===== src/rtl/bin2bcd_seq.sv =====
// bin2bcd_seq -- sequential double-dabble binary to packed-BCD converter.
//
// Feeds the 8-digit seven-segment scanner. One conversion runs at a time
// under a start/busy/done handshake. The converter shifts one input bit per
// cycle, so a result is ready BIN_W+1 edges after start is accepted.
//
// Ports:
//   clk      in   system clock, rising edge
//   rst_n    in   synchronous active-low reset
//   start    in   conversion request, honoured only in IDLE
//   bin_in   in   [BIN_W-1:0] unsigned operand, captured when start is accepted
//   busy     out  high while a conversion is in SHIFT or DONE
//   done     out  one-cycle pulse; bcd_out/blank/ovf are updated in that cycle
//   bcd_out  out  [4*DIGITS-1:0] packed BCD, nibble 0 = least significant digit
//   blank    out  [DIGITS-1:0] leading-zero mask, bit 0 always 0
//   ovf      out  last operand exceeded 10^DIGITS-1 (bcd_out then shows all 9s)

// One BCD digit's add-3 correction, applied before each shift.
module bin2bcd_add3 (
    input  logic [3:0] d,
    output logic [3:0] q
);
    // d <= 9 for a valid digit, so d+3 <= 12 and never leaves the nibble.
    assign q = (d >= 4'd5) ? d + 4'd3 : d;
endmodule

module bin2bcd_seq #(
    parameter int BIN_W  = 27,
    parameter int DIGITS = 8
) (
    input  logic                  clk,
    input  logic                  rst_n,
    input  logic                  start,
    input  logic [BIN_W-1:0]      bin_in,
    output logic                  busy,
    output logic                  done,
    output logic [4*DIGITS-1:0]   bcd_out,
    output logic [DIGITS-1:0]     blank,
    output logic                  ovf
);
    localparam int CW = $clog2(BIN_W + 1);

    function automatic logic [63:0] pow10(input int n);
        logic [63:0] r;
        r = 64'd1;
        for (int i = 0; i < n; i++) r = r * 64'd10;
        return r;
    endfunction

    localparam logic [63:0] MAXV = pow10(DIGITS) - 64'd1;

    typedef enum logic [1:0] {IDLE, SHIFT, DONE} state_t;

    state_t                 state, state_nxt;
    logic [BIN_W-1:0]       sr;
    logic [4*DIGITS-1:0]    acc, acc_adj, fin_bcd;
    logic [DIGITS-1:0]      fin_blank;
    logic [CW-1:0]          cnt;
    logic                   ovf_pend;

    // Per-digit add-3 correction on the accumulator.
    for (genvar g = 0; g < DIGITS; g++) begin : g_dig
        bin2bcd_add3 u_add3 (
            .d (acc[4*g +: 4]),
            .q (acc_adj[4*g +: 4])
        );
    end

    // ------------------------------------------------------------------
    // FSM
    // ------------------------------------------------------------------
    always_ff @(posedge clk) begin
        if (!rst_n) state <= IDLE;
        else        state <= state_nxt;
    end

    always_comb begin
        state_nxt = state;
        case (state)
            IDLE:    if (start) state_nxt = SHIFT;
            SHIFT:   if (cnt == CW'(1)) state_nxt = DONE;
            DONE:    state_nxt = IDLE;
            default: state_nxt = IDLE;
        endcase
    end

    // busy covers SHIFT and DONE; during the done pulse the FSM is back in
    // IDLE, so a held start is accepted on the very next edge.
    assign busy = (state != IDLE);

    // ------------------------------------------------------------------
    // Final result and leading-zero mask
    // ------------------------------------------------------------------
    assign fin_bcd = ovf_pend ? {DIGITS{4'h9}} : acc;

    // Walk down from the top digit; a digit is blank while it and all
    // higher digits are zero. Digit 0 always shows.
    always_comb begin
        logic run;
        fin_blank = '0;
        run       = 1'b1;
        for (int i = DIGITS - 1; i >= 1; i--) begin
            run          = run & (fin_bcd[4*i +: 4] == 4'h0);
            fin_blank[i] = run;
        end
    end

    // ------------------------------------------------------------------
    // Datapath
    // ------------------------------------------------------------------
    always_ff @(posedge clk) begin
        if (!rst_n) begin
            sr       <= '0;
            acc      <= '0;
            cnt      <= '0;
            ovf_pend <= 1'b0;
            bcd_out  <= '0;
            blank    <= {{(DIGITS-1){1'b1}}, 1'b0};
            ovf      <= 1'b0;
            done     <= 1'b0;
        end else begin
            done <= 1'b0;
            case (state)
                IDLE: begin
                    if (start) begin
                        sr       <= bin_in;
                        acc      <= '0;
                        cnt      <= CW'(BIN_W);
                        ovf_pend <= (64'(bin_in) > MAXV);
                    end
                end
                SHIFT: begin
                    // {bcd, bin} <<= 1 after the add-3 correction.
                    acc <= {acc_adj[4*DIGITS-2:0], sr[BIN_W-1]};
                    sr  <= {sr[BIN_W-2:0], 1'b0};
                    cnt <= cnt - CW'(1);
                end
                DONE: begin
                    bcd_out <= fin_bcd;
                    blank   <= fin_blank;
                    ovf     <= ovf_pend;
                    done    <= 1'b1;
                end
                default: ;
            endcase
        end
    end
endmodule


===== config.mk =====
export PLATFORM = sky130hd
export DESIGN_NAME = bin2bcd_seq
export DESIGN_NICKNAME = d
export VERILOG_FILES = /design/src/rtl/bin2bcd_seq.sv
export SDC_FILE = /design/constraint.sdc
export NUM_CORES = 1
export LEC_CHECK = 0
export CAP_MARGIN = 5
export CORE_MARGIN = 8
export CORE_UTILIZATION = 58
export DETAILED_ROUTE_END_ITERATION = 10
export HOLD_SLACK_MARGIN = 0.1
export PLACE_DENSITY = 0.95
export SETUP_SLACK_MARGIN = 0.1
export SYNTH_ARGS = -nofsm -noshare
export SYNTH_HDL_FRONTEND = slang
export SYNTH_SLANG_ARGS = --single-unit

===== constraint.sdc =====
create_clock -name clk -period 2.9 [get_ports clk]
set_clock_uncertainty 0.2 [all_clocks]
set_input_delay 0.58 -clock clk [delete_from_list [all_inputs] [get_ports clk]]
set_output_delay 0.58 -clock clk [all_outputs]
set_load 0.01 [all_outputs]

==> flow_metrics.py <==
metrics = {
    "detailed_routing": {
        "wl_met3_um": 919,
        "dr.max_layer_used": "met4",
        "dr_wl_met2_um": 5870,
        "drtAntennaViolNets": 0,
        "routed_wl_um": 11900,
        "drt-wirelength-per-cell_um": 16.3,
        "wl_met1_um": 4900,
        "drc": 0,
        "vias_per_cell": 5.94,
        "drtIter0Drc": 309,
        "vias": 4341,
        "drt-pass1-iter-count": 5,
    },
    "placement": {
        "dp_hpwl_um": 8210,
        "placed_area_sq_um": 5540,
        "portBuffers": 71,
        "gp_congestion": 0.810,
    },
    "clock_tree": {
        "cts_hold_buf": 0,
        "cts_buffers": 9,
        "clk_pin_slew_ns": 0.09,
        "clockBufferDepth": 2,
        "ctsHtreeMaxLevel": 3,
        "cts_sinks": 108,
        "post_cts_resized": 0,
        "post_cts_buffers": 0,
        "clockRootBuffer": "clkbuf_8",
        "clock_latency_ns": 0.37,
        "tritoncts": "yes",
    },
    "cells_and_area": {
        "layout.cells.most_common": "dfxtp_1",
        "final_nets": 670,
        "area_growth_pct": 21.9,
        "diodes": 0,
        "drive_above_1_share_pct": 7.03,
        "finish.instance_area_sq_um": 5770,
        "final_util_pct": 71.7,
        "layout_common_cells": "108 x dfxtp_1, 81 x a21oi_1, 77 x nand2_1, 71 x clkdlybuf4s50_1, 44 x o21ai_0",
    },
    "critical_path": {
        "crit_chain": "or2_2 -> clkdlybuf4s50_1",
        "crit_type": "reg2out",
        "path_max_fanout": 8,
        "r2r_start": "state[1]",
        "reg2reg_slack_ns": 0.70,
        "end_kind": "output port",
        "max_stage_delay_ns": 0.56,
        "critPathSlowestCell": "dfxtp_1",
        "reg2regPathDepth": 4,
        "cp.required_ns": 2.12,
        "timing.rr.end": "acc[15]",
        "worstPathArrival_ns": 1.67,
        "worstSetupStartpointType": "register",
    },
    "power_and_ir_drop": {
        "power.density_nw_per_um2": 505,
        "power_mw": 2.91,
        "ir_drop_uv": 293,
        "leakage_nw": 1.98,
    },
    "timing": {
        "finalHoldViolCount": 0,
        "max_freq_ghz": 0.409,
        "slew_violations": 0,
        "finalSetupViolCount": 0,
        "period_needed_ns": 2.45,
        "max-slew-margin-rel_pct": 30.2,
        "tightest_slew_ns": 1.04,
        "period_share_pct": 84.4,
        "rsz0062_at_grt": "false",
        "setup_tns_ns": 0,
    },
    "synth": {
        "syn_avg_cell_area_sq_um": 8.36,
        "syn_area_sq_um": 4730,
        "ys_types": 42,
        "synth_edf_count": 0,
        "synth_seq_cells": 108,
        "seq_area_frac_synth_pct": 45.7,
        "synth-main-ff-cell": "dfxtp_1",
        "syn_inst": 566,
        "yosys-top-cells-area": "dfxtp_1 46%, a21oi_1 8.6%, nand2_1 6.1%, ha_1 4.8%, o21ai_0 4.7%",
        "yosysTopAreaCellShare_pct": 45.7,
        "ys_warn_count": 0,
        "yosysTopAreaCell": "dfxtp_1",
        "synth_nets": 614,
        "synthArstFlopShare_pct": 0,
    },
    "hold_path": {
        "hold_end": "bcd_out[9]",
        "min_delay_path_depth": 2,
        "worstHoldStart": "bcd_out[9]",
        "min_path_type": "reg2reg",
    },
    "die": {
        "rows": 33,
        "start_util_pct": 58.8,
        "die_h_um": 106,
        "fp.dieArea_sq_um": 11300,
        "design.core.area_sq_um": 8050,
        "die_w_um": 106,
        "io_pins": 73,
    },
    "global_routing": {
        "antenna_found_initial": 0,
        "track_usage_pct": 20.9,
        "grt-ovfl-total": 0,
        "grt_max_degree": 85,
        "grt_pass1_vias": 4263,
        "grt_pass1_wl_um": 19800,
    },
    "run": {
        "maxCapViolations": 0,
    },
    "run_status": {
        "status": "complete, no violations",
    },
}
## kinds of logic after synthesis
logic type | count (synthesis) | share of synthesized area [%]
and+or+nand+nor | 188 | 19.7
AOI/OAI and AO/OA | 170 | 20.4
other | 1 | 0.0792
xor gates and xnor gates | 15 | 2.77
buffers and inverters | 58 | 4.68
DFF | 108 | 45.7
adders and majority gates | 18 | 4.76
muxes | 8 | 1.90
## worst max path at each step
stage | startpoint | endpoint | slack (ns) | cells after the start
floorplan | rst_n | acc[13] | 0.94 | 6
global placement | start | acc[7] | 0.41 | 7
detailed placement | start | acc[15] | 0.32 | 7
CTS | state[1] | busy | 0.48 | 2
global route | state[1] | busy | 0.41 | 2
finish | state[1] | busy | 0.45 | 2
## layout make-up
type                            instances  area [sq um]
Fill cell                             584          2280
Multi-Input combinational cell        400          2370
Sequential cell                       108          2160
Clock inverter                          4          98.8
Clock buffer                           11           131
Inverter                               20          75.1
Tap cell                              105           131
Timing Repair Buffer                   83           801
## registers in the layout, indices dropped and copies added (netlist names)
signal	flops
cnt	5
ovf_pend	1
blank	7
acc	32
sr	27
state	2
done	1
bcd_out	32
ovf	1
## per-layer routing
layer  vias up  GRT usage [%]
li1       2099              -
met1      2034           24.7
met2       189           35.5
met3        19           5.38
met4         0           7.74
met5         -              0
## worst max-delay path: cells and delay by family (launching register included)
family	cells	cell delay, ns
flip-flops	1	0.56
buffers and inverters	1	0.54
AND/OR/NAND/NOR	1	0.21
## through the flow
stage	hold slack, ns	setup WS, ns	instances
2_1_floorplan	0.232	0.939	566
3_3_place_gp	0.238	0.411	716
3_5_place_dp	0.244	0.319	716
4_1_cts	0.256	0.478	731
5_1_grt	0.277	0.409	731
6_report	0.257	0.453	731
## power breakdown
part / leakage (nW) / switching, mW / total (mW) / internal, mW
logic: 0.989 / 0.174 / 0.292 / 0.118
registers: 0.876 / 0.0353 / 1.56 / 1.53
clock network: 0.114 / 0.488 / 1.06 / 0.572
## Yosys cell counts, types with 2 or more instances
library cell / count
nor4_1: 3
xor2_1: 7
nand2b_1: 10
buf_1: 5
or4_4: 2
or3_1: 15
nand2_1: 77
nor2b_1: 2
or4_1: 2
and3_1: 2
a31oi_1: 2
ha_1: 18
o21ai_0: 44
dfxtp_1: 108
a22oi_1: 26
o211ai_1: 2
nor3_1: 21
a21oi_1: 81
mux2_2: 8
inv_1: 20
nand3b_1: 10
nor2_1: 14
a211oi_1: 8
o31ai_1: 2
nand3_1: 22
xnor2_1: 8
clkbuf_1: 32
(Power assumes the default switching activity.)
